==> src/rtl/serial_rx_pkg.sv <==
// rtl/serial_rx_pkg.sv - shared constants and state encoding for the serial receive deserializer
package serial_rx_pkg;

    localparam int BYTE_W = 8;
    localparam logic [BYTE_W-1:0] COMMA = 8'hBC;

    typedef enum logic [1:0] {
        SEARCH = 2'd0,
        ALIGN  = 2'd1,
        LOCKED = 2'd2
    } rx_state_t;

endpackage

==> src/rtl/serial_rx_shreg.sv <==
// rtl/serial_rx_shreg.sv - 8-bit MSB-first input shift register with comma detect
//
// Ports:
//   clk_32f   in   bit clock
//   reset_L   in   asynchronous reset, active low
//   data_in   in   serial data bit
//   sr_nxt    out  shift register contents including the bit sampled this edge
//   is_comma  out  sr_nxt equals the comma character
module serial_rx_shreg
    import serial_rx_pkg::*;
(
    input  logic              clk_32f,
    input  logic              reset_L,
    input  logic              data_in,
    output logic [BYTE_W-1:0] sr_nxt,
    output logic              is_comma
);

    logic [BYTE_W-1:0] sr;

    assign sr_nxt   = {sr[BYTE_W-2:0], data_in};
    assign is_comma = (sr_nxt == COMMA);

    always_ff @(posedge clk_32f or negedge reset_L) begin
        if (!reset_L) begin
            sr <= '0;
        end else begin
            sr <= sr_nxt;
        end
    end

endmodule

==> src/rtl/serial_paralelo_rx.sv <==
// rtl/serial_paralelo_rx.sv - comma-aligned serial-to-byte deserializer
//
// Optional feature: define SERIAL_RX_LOL_EN to enable loss-of-lock detection.
//
// Ports:
//   clk_32f    in   bit clock, one serial bit per rising edge
//   reset_L    in   asynchronous reset, active low
//   data_in    in   serial data, MSB first
//   data_out   out  last received byte, held between boundaries
//   valid_out  out  1 = data byte, 0 = comma/idle or unlocked
//   byte_stb   out  one-cycle pulse when data_out/valid_out update while locked
//   active     out  1 while locked
module serial_paralelo_rx
    import serial_rx_pkg::*;
#(
    parameter int COMMA_LOCK = 4,
    parameter int LOL_THRESH = 4
) (
    input  logic              clk_32f,
    input  logic              reset_L,
    input  logic              data_in,
    output logic [BYTE_W-1:0] data_out,
    output logic              valid_out,
    output logic              byte_stb,
    output logic              active
);

    localparam logic [3:0] LOCK_N = 4'(COMMA_LOCK);

    logic [BYTE_W-1:0] sr_nxt;
    logic              is_comma;

    rx_state_t         state, state_nxt;
    logic [2:0]        bit_cnt, bit_cnt_nxt;
    logic [3:0]        bc_cnt, bc_cnt_nxt;
    logic [BYTE_W-1:0] data_nxt;
    logic              valid_nxt, stb_nxt, active_nxt;
    logic              enter_lock;
    logic              boundary;

`ifdef SERIAL_RX_LOL_EN
    localparam logic [7:0] LOL_N = 8'(LOL_THRESH);
    logic [7:0]        lol_cnt, lol_cnt_nxt;
    logic              off_hit, off_hit_nxt;
`endif

    serial_rx_shreg u_shreg (
        .clk_32f  (clk_32f),
        .reset_L  (reset_L),
        .data_in  (data_in),
        .sr_nxt   (sr_nxt),
        .is_comma (is_comma)
    );

    // The last bit of a byte is sampled on the edge where bit_cnt==7.
    assign boundary = (bit_cnt == 3'd7);

    always_comb begin
        state_nxt   = state;
        bit_cnt_nxt = bit_cnt + 3'd1;
        bc_cnt_nxt  = bc_cnt;
        data_nxt    = data_out;
        valid_nxt   = valid_out;
        stb_nxt     = 1'b0;
        active_nxt  = active;
        enter_lock  = 1'b0;
`ifdef SERIAL_RX_LOL_EN
        lol_cnt_nxt = lol_cnt;
        off_hit_nxt = off_hit;
`endif

        case (state)
            SEARCH: begin
                // A hit at any phase realigns: the next edge is bit 0 of a new byte.
                if (is_comma) begin
                    bit_cnt_nxt = 3'd0;
                    bc_cnt_nxt  = 4'd1;
                    if (COMMA_LOCK == 1) begin
                        enter_lock = 1'b1;
                    end else begin
                        state_nxt = ALIGN;
                    end
                end
            end
            ALIGN: begin
                if (boundary) begin
                    if (is_comma) begin
                        bc_cnt_nxt = bc_cnt + 4'd1;
                        if (bc_cnt + 4'd1 == LOCK_N) begin
                            enter_lock = 1'b1;
                        end
                    end else begin
                        // No realignment here; SEARCH re-examines from the next edge.
                        state_nxt  = SEARCH;
                        bc_cnt_nxt = 4'd0;
                    end
                end
            end
            LOCKED: begin
                if (boundary) begin
                    data_nxt  = sr_nxt;
                    valid_nxt = !is_comma;
                    stb_nxt   = 1'b1;
`ifdef SERIAL_RX_LOL_EN
                    off_hit_nxt = 1'b0;
                    if (is_comma) begin
                        lol_cnt_nxt = '0;
                    end else if (off_hit) begin
                        lol_cnt_nxt = lol_cnt + 8'd1;
                    end
                    if (lol_cnt_nxt == LOL_N) begin
                        // Lock dropped: data_out keeps the last good byte.
                        state_nxt   = SEARCH;
                        active_nxt  = 1'b0;
                        valid_nxt   = 1'b0;
                        data_nxt    = data_out;
                        stb_nxt     = 1'b0;
                        lol_cnt_nxt = '0;
                        bc_cnt_nxt  = 4'd0;
                    end
                end else if (is_comma) begin
                    off_hit_nxt = 1'b1;
`endif
                end
            end
            default: begin
                state_nxt = SEARCH;
            end
        endcase

        if (enter_lock) begin
            state_nxt  = LOCKED;
            active_nxt = 1'b1;
            data_nxt   = COMMA;
            valid_nxt  = 1'b0;
            stb_nxt    = 1'b1;
        end
    end

    always_ff @(posedge clk_32f or negedge reset_L) begin
        if (!reset_L) begin
            state     <= SEARCH;
            bit_cnt   <= 3'd0;
            bc_cnt    <= 4'd0;
            data_out  <= '0;
            valid_out <= 1'b0;
            byte_stb  <= 1'b0;
            active    <= 1'b0;
`ifdef SERIAL_RX_LOL_EN
            lol_cnt   <= '0;
            off_hit   <= 1'b0;
`endif
        end else begin
            state     <= state_nxt;
            bit_cnt   <= bit_cnt_nxt;
            bc_cnt    <= bc_cnt_nxt;
            data_out  <= data_nxt;
            valid_out <= valid_nxt;
            byte_stb  <= stb_nxt;
            active    <= active_nxt;
`ifdef SERIAL_RX_LOL_EN
            lol_cnt   <= lol_cnt_nxt;
            off_hit   <= off_hit_nxt;
`endif
        end
    end

endmodule
==> config.mk <==
export PLATFORM = sky130hd
export DESIGN_NAME = serial_paralelo_rx
export DESIGN_NICKNAME = d
export VERILOG_FILES = /design/src/rtl/serial_rx_pkg.sv /design/src/rtl/serial_rx_shreg.sv /design/src/rtl/serial_paralelo_rx.sv
export SDC_FILE = /design/constraint.sdc
export NUM_CORES = 1
export LEC_CHECK = 0
export ABC_AREA = 1
export CORE_MARGIN = 5
export CORE_UTILIZATION = 48
export DETAILED_ROUTE_END_ITERATION = 10
export PLACE_DENSITY_LB_ADDON = 0.15
export SYNTH_ARGS = -nofsm -noshare
export SYNTH_HDL_FRONTEND = slang
export SYNTH_SLANG_ARGS = --single-unit
==> constraint.sdc <==
create_clock -name clk_32f -period 1.6 [get_ports clk_32f]
set_clock_uncertainty 0.15 [all_clocks]
set_input_delay 0.32 -clock clk_32f [delete_from_list [all_inputs] [get_ports clk_32f]]
set_output_delay 0.32 -clock clk_32f [all_outputs]
set_load 0.02 [all_outputs]
==> impl_metrics.csv, run 1 <==
group,metric,value,unit
status,run_status,"complete, no violations",
placement,post-dp-hpwl,1520,um
global_route,grt_max_degree,28,
logic_synthesis,netlist_area,1140,um^2
placement,detailedPlace.worstSlack,-0.302,ns
worst_setup_path,worst_ep_arrival_time,1.65,ns
logic_synthesis,yosysUniqueCellTypes,17,
floorplanning,rows,17,
timing,setup_repair_after_global_routing_missed_its_margin,"yes",
clock_network,cts-htree-levels,1,
clock_network,clk_path_buf_depth,2,
power_and_ir_drop,irDropWorstVdd,0.607,mV
logic_synthesis,yosysTopAreaCellShare,59.2,%
clock_network,cts_root_buffer,"clkbuf_4",
drt,route.vias.total,855,
timing,max-slew-margin-rel,77.7,%
power_and_ir_drop,power_density,710,nW/um^2
worst_setup_path,path_class,"reg -> reg",
drt,total_wire_length_after_detailed_routing,2120,um
timing,fin_ws,0.0346,ns
timing,slew_viol_final,0,
worst_setup_path,max_stage_delay,0.43,ns
layout,multiInputGateArea,492,um^2
logic_synthesis,ys_top_cells_by_area,"dfrtp_1 (59%), nand2_1 (14%), nand3_1 (7.0%)",
logic_synthesis,post-synth-top-area-cell,"dfrtp_1",
drt,drt_first_pass_iters,4,
global_route,grt_first_pass_wirelength,3670,um
floorplanning,die-area,3450,um^2
timing,period_share,97.8,%
logic_synthesis,yosysMostFrequentCell,"nand2_1",
timing,final-hold-violation-count,0,
power_and_ir_drop,total_power,1.09,mW
timing,worst_slew_pin_slew,0.335,ns
floorplanning,dieHeight,58.8,um
layout,fillers,187,
layout,ff_latch_area,676,um^2
drt,drt_iter0_drc,23,
drt,viasPerCell,4.72,
clock_network,cts_made_buffers,3,
placement,io_buffers,13,
layout,n_diodes,0,
logic_synthesis,synth-seq-area-share,59.2,%
hold_path,timing.hold.worst.class,"in -> async",
global_route,globalRouteTotalUtil,13.7,%
logic_synthesis,async_flop_share,100,%
logic_synthesis,synth_fp_nets,128,
worst_setup_path,cp_cell_sequence,"ha_1, xnor2_2, nor2_4, nand2_2, nand2_4, buf_6, nand3_1, nand2_1",
drt,ant_nets,0,
worst_setup_path,timing.critical_path.slowest_stage_cell,"dfrtp_1",
clock_network,clk_pin_slew_worst_paths,0.15,ns
layout,nets,161,
logic_synthesis,synth-seq-cells,27,
timing,fmaxAchievable,0.639,GHz
worst_setup_path,worstSetupEndpointType,"flop",
layout,layout_area_overhead,35.0,%
global_route,first_global_vias,858,
floorplanning,std_cell_core_area,2230,um^2
placement,numPlacedInstances,173,
power_and_ir_drop,leakage,0.763,nW
logic_synthesis,cell_types_with_the_highest_counts_after_synthesis,"nand2_1 (42), dfrtp_1 (27), nand3_1 (16)",
clock_network,cts_hold_buf,0,
layout,drive_gt1_share,28.8,%
worst_setup_path,crit_path_start_kind,"flop",
global_route,antenna_found_initial,0,
drt,wire_per_inst,11.7,um
floorplanning,start_util,51.1,%
global_route,overflow,0,
clock_network,clock_sink_count,27,
flow_run,maxCapViolations,0,
placement,gp_routability_congestion,0.812,
logic_synthesis,ys.flop_type,"dfrtp_1",
logic_synthesis,yosys_warnings,0,
clock_network,insertion_delay_to_the_later_sink_of_the_worst_skew_pair,0.33,ns
floorplanning,die_w,58.8,um
timing,finalSetupViolCount,0,
logic_synthesis,syn-mean-instance-area,9.43,um^2
logic_synthesis,number_of_flops_mapped_to_enable_cells_by_yosys,0,
floorplanning,io_pins,14,
drt,remaining_drc_errors,0,
clock_network,tritoncts,"done",
worst_setup_path,required,1.69,ns
logic_synthesis,synth_cells,121,
layout,post_layout_nonfiller_instances,181,
worst_setup_path,worstPathMaxFanout,7,
timing,min_period,1.57,ns
layer usage:
metal  share of wire [%]  wire (um)  GRT usage (%)
met1                  45        961           17.8
met2                  47       1010           23.2
met3                 5.2        111           2.19
met4                 1.9         41           4.85
met5                   0          0              0
final timing paths:
path,from,endpoint,slack (ns),cells past startpoint
min in group clk_32f,u_shreg.sr[1]$_DFF_PN0_,u_shreg.sr[2]$_DFF_PN0_,0.27,0
setup / recovery,bc_cnt[1]$_DFFE_PN0P_,data_out[0]$_DFFE_PN0P_,0.03,8
hold / removal,reset_L,bc_cnt[3]$_DFFE_PN0P_,0.18,2
hold reg to reg,u_shreg.sr[1]$_DFF_PN0_,u_shreg.sr[2]$_DFF_PN0_,0.27,0
setup reg to reg,bc_cnt[1]$_DFFE_PN0P_,data_out[0]$_DFFE_PN0P_,0.03,8
max in group asynchronous,reset_L,state[0]$_DFFE_PN0P_,0.87,2
power by group:
group	leakage (nW)	switching, mW	total (mW)	internal (mW)
clock	0.0139	0.209	0.305	0.0958
combinational	0.432	0.0441	0.0743	0.0303
sequential	0.317	0.0117	0.714	0.702
total	0.763	0.265	1.09	0.828
registers in the layout (all words and copies together), names as in the netlist:
register,flops
valid_out,1
data_out,8
state,2
bit_cnt,3
byte_stb,1
bc_cnt,4
u_shreg.sr,7
active,1
timing repair:
item | 4_1_cts | 5_1_grt
setup endpoints to repair | 23 | 14
pin swaps | 2 | 14
setup buffers | 0 | 4
gates resized for setup | 18 | 17
hold endpoints to repair | 0 | 0
through the flow:
stage / hold slack (ns) / setup TNS (ns) / area [um^2] / util, %
2_1_floorplan: -0.126 / 0 / 1140 / -
3_5_place_dp: 0.237 / -4.44 / 1380 / 61.8
5_1_grt: 0.195 / -0.443 / 1540 / 69.0
6_report: 0.180 / 0 / 1540 / 69.0
3_3_place_gp: 0.229 / -3.57 / 1380 / 61.8
4_1_cts: 0.190 / 0 / 1420 / 63.6
critical path, delay by kind of cell, from the launching register on:
kind,cells,cell delay (ns)
flip-flops,1,0.43
AND/OR/NAND/NOR,5,0.34
adder cells (fa/ha/maj),1,0.22
XOR/XNOR,1,0.19
buffers and inverters,1,0.14
cell type report:
class,count,area share [%]
clock buffer,3,1.46
clock inverter,1,0.487
inverter,13,3.17
multi-input combinational,79,31.9
sequential,27,43.9
tap,28,2.27
timing repair buffer,30,16.8
cells in the final DEF (no fill, tap or decap), types with 3 or more instances in the layout:
master / synthesis / layout
nand3_2: 0 / 3
buf_6: 2 / 4
dfrtp_1: 27 / 27
buf_4: 0 / 13
dlygate4sd2_1: 0 / 11
nor2_4: 1 / 4
inv_1: 12 / 11
nand2_2: 4 / 5
nand2_1: 42 / 39
nand3_1: 16 / 13
ha_4: 0 / 3
clkbuf_4: 0 / 3
logic make-up (layout without fill, tap and decap cells):
| kind of cell | count (synthesis) | in the layout | share of synthesized area [%] |
|---|---|---|---|
| compound gates | 3 | 3 | 1.32 |
| xor+xnor | 1 | 1 | 0.768 |
| fa+ha+maj | 4 | 4 | 4.39 |
| buf+inv | 15 | 47 | 6.25 |
| flops | 27 | 27 | 59.2 |
| simple gates | 71 | 71 | 28.1 |
No activity file was read; power rests on OpenSTA's default activity.
==> run 2, diff against run 1 <==
--- a/config.mk
+++ b/config.mk
@@ -7,9 +7,11 @@
 export LEC_CHECK = 0
 export ABC_AREA = 1
 export CORE_MARGIN = 5
-export CORE_UTILIZATION = 48
+export CORE_UTILIZATION = 40
+export CTS_CLUSTER_SIZE = 24
 export DETAILED_ROUTE_END_ITERATION = 10
 export PLACE_DENSITY_LB_ADDON = 0.15
+export SKIP_LAST_GASP = 1
 export SYNTH_ARGS = -nofsm -noshare
 export SYNTH_HDL_FRONTEND = slang
 export SYNTH_SLANG_ARGS = --single-unit
==> run 2 against run 1 <==
Cell area about the same. Hold slack better by 0.013 ns. Routed wire length up 4.5%. Sequential power about the same. Maximum frequency up 0.53%. Combinational power down 3%. Count of clock-buffer cells in the layout unchanged. Flip-flop and latch count unchanged. Setup slack better by 0.0083 ns. Largest power group unchanged.
==> impl_metrics.csv, run 2 (synthesis results as in run 1) <==
group,metric,value,unit
drt,remaining_drc_errors,0,
worst_setup_path,worst_ep_arrival_time,1.64,ns
power_and_ir_drop,irDropWorstVdd,0.705,mV
worst_setup_path,timing.rr.start,"bc_cnt[1]$_DFFE_PN0P_",
timing,period_share,97.3,%
clock_network,insertion_delay_to_the_later_sink_of_the_worst_skew_pair,0.32,ns
placement,post-dp-hpwl,1540,um
global_route,overflow,0,
worst_setup_path,crit_path_start_kind,"flop",
timing,final_hold_slack,0.193,ns
worst_setup_path,path_class,"reg -> reg",
timing,fmaxAchievable,0.642,GHz
layout,biggestRegsByFlops,"data_out (8), u_shreg.sr (7), bc_cnt (4)",
global_route,first_global_vias,874,
floorplanning,rows,19,
clock_network,cts_made_buffers,3,
global_route,globalRouteTotalUtil,12.4,%
timing,setup_repair_after_global_routing_missed_its_margin,"yes",
timing,slew_viol_final,0,
layout,register_with_the_highest_flop_count,"data_out",
drt,drt_first_pass_iters,4,
floorplanning,dieHeight,63.4,um
layout,drive_gt1_share,29.9,%
floorplanning,die-area,4020,um^2
global_route,antenna_found_initial,0,
power_and_ir_drop,leakage,0.768,nW
placement,io_buffers,13,
placement,gp_routability_congestion,0.790,
layout,nets,162,
status,run_status,"complete, no violations",
drt,wire_per_inst,12.0,um
worst_setup_path,startpoint,"bc_cnt[1]$_DFFE_PN0P_",
timing,final-hold-violation-count,0,
hold_path,timing.hold.worst.class,"in -> async",
clock_network,clock_sink_count,27,
timing,finalSetupViolCount,0,
global_route,grt_first_pass_wirelength,3970,um
drt,route.vias.total,861,
clock_network,cts_root_buffer,"clkbuf_4",
clock_network,tritoncts,"done",
layout,n_diodes,0,
clock_network,cts_hold_buf,0,
timing,worst_slew_pin_slew,0.339,ns
flow_run,maxCapViolations,0,
clock_network,cts-htree-levels,1,
floorplanning,die_w,63.4,um
worst_setup_path,required,1.68,ns
layout,fillers,242,
timing,fin_ws,0.0429,ns
floorplanning,start_util,41.7,%
timing,max-slew-margin-rel,77.4,%
floorplanning,std_cell_core_area,2730,um^2
clock_network,clk_pin_slew_worst_paths,0.14,ns
drt,viasPerCell,4.65,
power_and_ir_drop,power_density,705,nW/um^2
worst_setup_path,max_stage_delay,0.42,ns
layout,largest_register_ff_count,8,
worst_setup_path,cp_cell_sequence,"ha_2, xnor2_2, nor2_4, nand2_2, nand2_4, buf_6, nand3_1, nand2_1",
layout,most_used_cells_in_the_layout_excluding_fill_and_tap_cells,"nand2_1 (37), dfrtp_1 (27), nand3_1 (14)",
drt,ant_nets,0,
floorplanning,io_pins,14,
global_route,grt_max_degree,28,
clock_network,clk_path_buf_depth,2,
worst_setup_path,worstSetupEndpointType,"flop",
placement,detailedPlace.worstSlack,-0.316,ns
drt,drt_iter0_drc,35,
timing,min_period,1.56,ns
layout,final_common_cell,"nand2_1",
worst_setup_path,worstPathMaxFanout,7,
drt,total_wire_length_after_detailed_routing,2220,um
layout,layout_area_overhead,34.9,%
worst_setup_path,timing.critical_path.slowest_stage_cell,"dfrtp_1",
==> run 2: routing by layer <==
metal | routed length (um) | up-vias | GRT usage (%) | part of all wire (%)
li1 | - | 444 | - | -
met2 | 1040 | 16 | 18.4 | 47
met4 | 36 | 0 | 6.23 | 1.6
met3 | 113 | 4 | 3.73 | 5.1
met5 | 0 | - | 0 | 0
met1 | 1020 | 397 | 16.3 | 46
==> run 2: worst paths after layout <==
| kind | slack, ns | depth (start not counted) | endpoint |
|---|---|---|---|
| max | 0.04 | 8 | data_out[5]$_DFFE_PN0P_ |
| min | 0.19 | 2 | bc_cnt[3]$_DFFE_PN0P_ |
| max reg2reg | 0.04 | 8 | data_out[5]$_DFFE_PN0P_ |
| min reg2reg | 0.27 | 0 | u_shreg.sr[5]$_DFF_PN0_ |
| max in group asynchronous | 0.85 | 2 | bc_cnt[1]$_DFFE_PN0P_ |
| min in group clk_32f | 0.27 | 0 | u_shreg.sr[5]$_DFF_PN0_ |
==> run 2: area by class of cell <==
class | count | area, um^2 | area share (%)
tap | 31 | 38.8 | 2.52
clock buffer | 3 | 22.5 | 1.46
timing repair buffer | 31 | 274 | 17.8
inverter | 13 | 48.8 | 3.17
clock inverter | 1 | 7.51 | 0.488
multi-input combinational | 79 | 472 | 30.7
sequential | 27 | 676 | 43.9
==> run 2: through the flow <==
stage               TNS, ns  power [mW]  instance area, um^2  std cells  util [%]
CTS                 -0.0191        1.10                 1430        181      52.1
detailed placement    -4.74       0.799                 1390        177      50.9
finish                    0        1.08                 1540        185      56.3
floorplan                 0       0.751                 1140        121         -
global placement      -4.27       0.797                 1390        177      50.9
global route         -0.498        1.15                 1540        185      56.3
==> run 2: worst max-delay path, delay by kind of cell, from the launching register on <==
family                     cells  cell delay, ns
buffers and inverters          1            0.13
DFF                            1            0.42
and+or+nand+nor                5            0.33
adders and majority gates      1            0.21
xor gates and xnor gates       1            0.21
==> run 2: where the power goes <==
| group | switching, mW | total, mW | internal [mW] |
|---|---|---|---|
| clock | 0.203 | 0.299 | 0.0957 |
| combinational | 0.0450 | 0.0724 | 0.0274 |
| sequential | 0.0115 | 0.713 | 0.702 |
==> run 2: repair_timing <==
action / in CTS / in global routing
endpoints found under the hold margin: 0 / 0
cloned: 0 / 0
setup endpoints to repair: 18 / 17
gates resized for setup: 15 / 23
pin swaps: 0 / 10
buffers inserted: 0 / 4
==> run 3, diff against run 2 <==
--- a/config.mk
+++ b/config.mk
@@ -6,7 +6,6 @@
 export NUM_CORES = 1
 export LEC_CHECK = 0
 export ABC_AREA = 1
-export CORE_MARGIN = 5
 export CORE_UTILIZATION = 40
 export CTS_CLUSTER_SIZE = 24
 export DETAILED_ROUTE_END_ITERATION = 10
@@ -15,3 +14,4 @@
 export SYNTH_ARGS = -nofsm -noshare
 export SYNTH_HDL_FRONTEND = slang
 export SYNTH_SLANG_ARGS = --single-unit
+export TNS_END_PERCENT = 1
==> run 3 against run 2 <==
The flow now finishes with violations (setup timing). First-iteration DRC count decreased by 43%. Maximum frequency shrank 13%. Count of clock-buffer cells in the layout is the same. Flip-flop and latch count is the same. Setup slack lost 0.23 ns. Sequential share of layout area is 3.3 points higher. Non-clock buffer count fell by 3. Cell count fell by 1.6%. Critical path depth decreased by 7. Cell area is 7.0% lower. Utilization decreased by 3.9 points. Largest cell class unchanged.
==> impl_metrics.csv, run 3 (synthesis results as in run 1) <==
group,metric,value,unit
layout,final_common_cell,"nand2_1",
power_and_ir_drop,switching_share,23.8,%
global_route,globalRouteTotalUtil,14.7,%
worst_setup_path,timing.rr.start,"bit_cnt[0]$_DFF_PN0_",
clock_network,clk_pin_slew_worst_paths,0.15,ns
timing,worst_slew_pin_slew,0.337,ns
global_route,overflow,0,
timing,max-slew-margin-rel,77.5,%
timing,min_period,1.78,ns
power_and_ir_drop,power_density,759,nW/um^2
layout,nets,159,
status,violations_in_the_final_reports,"setup timing",
clock_network,cts_made_buffers,3,
layout,register_with_the_highest_flop_count,"data_out",
drt,drt_first_pass_iters,4,
worst_setup_path,timing.critical_path.slowest_stage_cell,"clkdlybuf4s50_1",
worst_setup_path,cp.buffers_inverters,1,
drt,viasPerCell,4.71,
clock_network,insertion_delay_to_the_later_sink_of_the_worst_skew_pair,0.33,ns
timing,final-hold-violation-count,0,
clock_network,cts-htree-levels,1,
power_and_ir_drop,p_seq_share,65.7,%
timing,fmaxAchievable,0.561,GHz
flow_run,maxCapViolations,0,
layout,n_diodes,0,
worst_setup_path,worst_ep_arrival_time,1.31,ns
worst_setup_path,regToRegEndpoint,"data_out[1]$_DFFE_PN0P_",
global_route,first_global_vias,844,
worst_setup_path,required,1.13,ns
power_and_ir_drop,irDropWorstVdd,0.540,mV
layout,fillers,261,
floorplanning,start_util,41.7,%
drt,route.vias.total,858,
global_route,grt_first_pass_wirelength,3510,um
worst_setup_path,worstPathMaxFanout,2,
drt,total_wire_length_after_detailed_routing,1950,um
drt,remaining_drc_errors,0,
layout,post_layout_nonfiller_instances,182,
clock_network,clock_sink_count,27,
power_and_ir_drop,power_switching,259,uW
worst_setup_path,r2r_slack,0.01,ns
drt,ant_nets,0,
power_and_ir_drop,combinationalPowerShare,6.4,%
worst_setup_path,reg2reg_depth,9,
layout,layout_area_overhead,25.4,%
floorplanning,rows,19,
timing,slew_viol_final,0,
clock_network,cts_root_buffer,"clkbuf_4",
status,run_status,"finished with violations",
timing,setup_repair_after_global_routing_missed_its_margin,"yes",
layout,most_used_cells_in_the_layout_excluding_fill_and_tap_cells,"nand2_1 (42), dfrtp_1 (27), nand3_1 (16)",
power_and_ir_drop,total_power,1.09,mW
placement,detailedPlace.worstSlack,-0.304,ns
clock_network,tritoncts,"done",
placement,numPlacedInstances,178,
timing,fin_ws,-0.184,ns
timing,period_share,111,%
clock_network,cts_hold_buf,0,
floorplanning,die-area,3070,um^2
timing,finalSetupViolCount,9,
placement,io_buffers,13,
worst_setup_path,worstSetupEndpointType,"primary output",
power_and_ir_drop,clock_power_share,27.8,%
power_and_ir_drop,cellInternalPower,827,uW
global_route,antenna_found_initial,0,
drt,drt_iter0_drc,20,
global_route,grt_max_degree,28,
worst_setup_path,cp_cell_sequence,"clkdlybuf4s50_1",
layout,drive_gt1_share,19.9,%
power_and_ir_drop,leakage,0.745,nW
layout,largest_register_ff_count,8,
worst_setup_path,critical_path.top_delay_family,"buffers and inverters",
layout,biggestRegsByFlops,"data_out (8), u_shreg.sr (7), bc_cnt (4)",
floorplanning,die_w,55.4,um
placement,post-dp-hpwl,1420,um
floorplanning,dieHeight,55.4,um
hold_path,timing.hold.worst.class,"in -> async",
worst_setup_path,max_stage_delay,0.60,ns
timing,setup_total_negative_slack,-1.53,ns
floorplanning,std_cell_core_area,2730,um^2
placement,gp_routability_congestion,0.840,
drt,wire_per_inst,10.7,um
floorplanning,io_pins,14,
clock_network,clk_path_buf_depth,2,
worst_setup_path,crit_path_start_kind,"flop",
worst_setup_path,path_class,"reg -> out",
run 3: changes by cell type in the layout (fill, tap and decap cells not counted), moves of 5 or more:
cell | before | now
dlygate4sd2_1 | 8 | 1
nand2_1 | 37 | 42
clkdlybuf4s50_1 | 2 | 11
buf_6 | 5 | 0
run 3: what timing repair did:
action | 4_1_cts | 5_1_grt
setup endpoints to repair | 17 | 25
setup buffers | 0 | 0
resized for setup | 1 | 1
run 3: power groups by stage:
stage                     Combinational, mW  Sequential [mW]  Clock [mW]
after floorplan                      0.0133            0.738           0
after CTS                            0.0721            0.714       0.321
after detailed placement             0.0730            0.727           0
after global routing                 0.0788            0.717       0.339
after global placement               0.0727            0.726           0
final                                0.0699            0.714       0.302
run 3: worst max path at each step:
| stage | slack (ns) | to | cells past startpoint | from |
|---|---|---|---|---|
| after floorplan | 0.08 | valid_out$_DFFE_PN0P_ | 9 | bit_cnt[0]$_DFF_PN0_ |
| after global placement | -0.26 | data_out[1]$_DFFE_PN0P_ | 11 | data_in |
| after detailed placement | -0.30 | data_out[5]$_DFFE_PN0P_ | 11 | data_in |
| after CTS | -0.22 | valid_out | 1 | valid_out$_DFFE_PN0P_ |
| after global routing | -0.25 | data_out[6] | 1 | data_out[6]$_DFFE_PN0P_ |
| final | -0.18 | data_out[4] | 1 | data_out[4]$_DFFE_PN0P_ |
run 3: area by class of cell:
cell class	count	area, um^2	share of cell area (%)
flip-flops and latches	27	676	47.2
inverters	13	48.8	3.41
well taps	31	38.8	2.71
multi-input cells	79	394	27.5
clock inverters	1	7.51	0.524
repair buffers	28	244	17.0
clock buffers	3	22.5	1.57
run 3: per-stage QoR:
step           utilization, %  hold WS, ns  cell area [um^2]
3_5_place_dp             51.2        0.234              1400
4_1_cts                  52.3        0.191              1430
6_report                 52.4        0.191              1430
2_1_floorplan               -       -0.126              1140
3_3_place_gp             51.2        0.232              1400
5_1_grt                  52.4        0.226              1430
run 3: layer usage:
metal / track usage (%) / wire length [um] / up-vias
met2: 23.2 / 910 / 13
met1: 19.1 / 956 / 402
met5: 0 / 0 / -
li1: - / - / 439
met3: 2.11 / 49 / 4
met4: 8.57 / 30 / 0
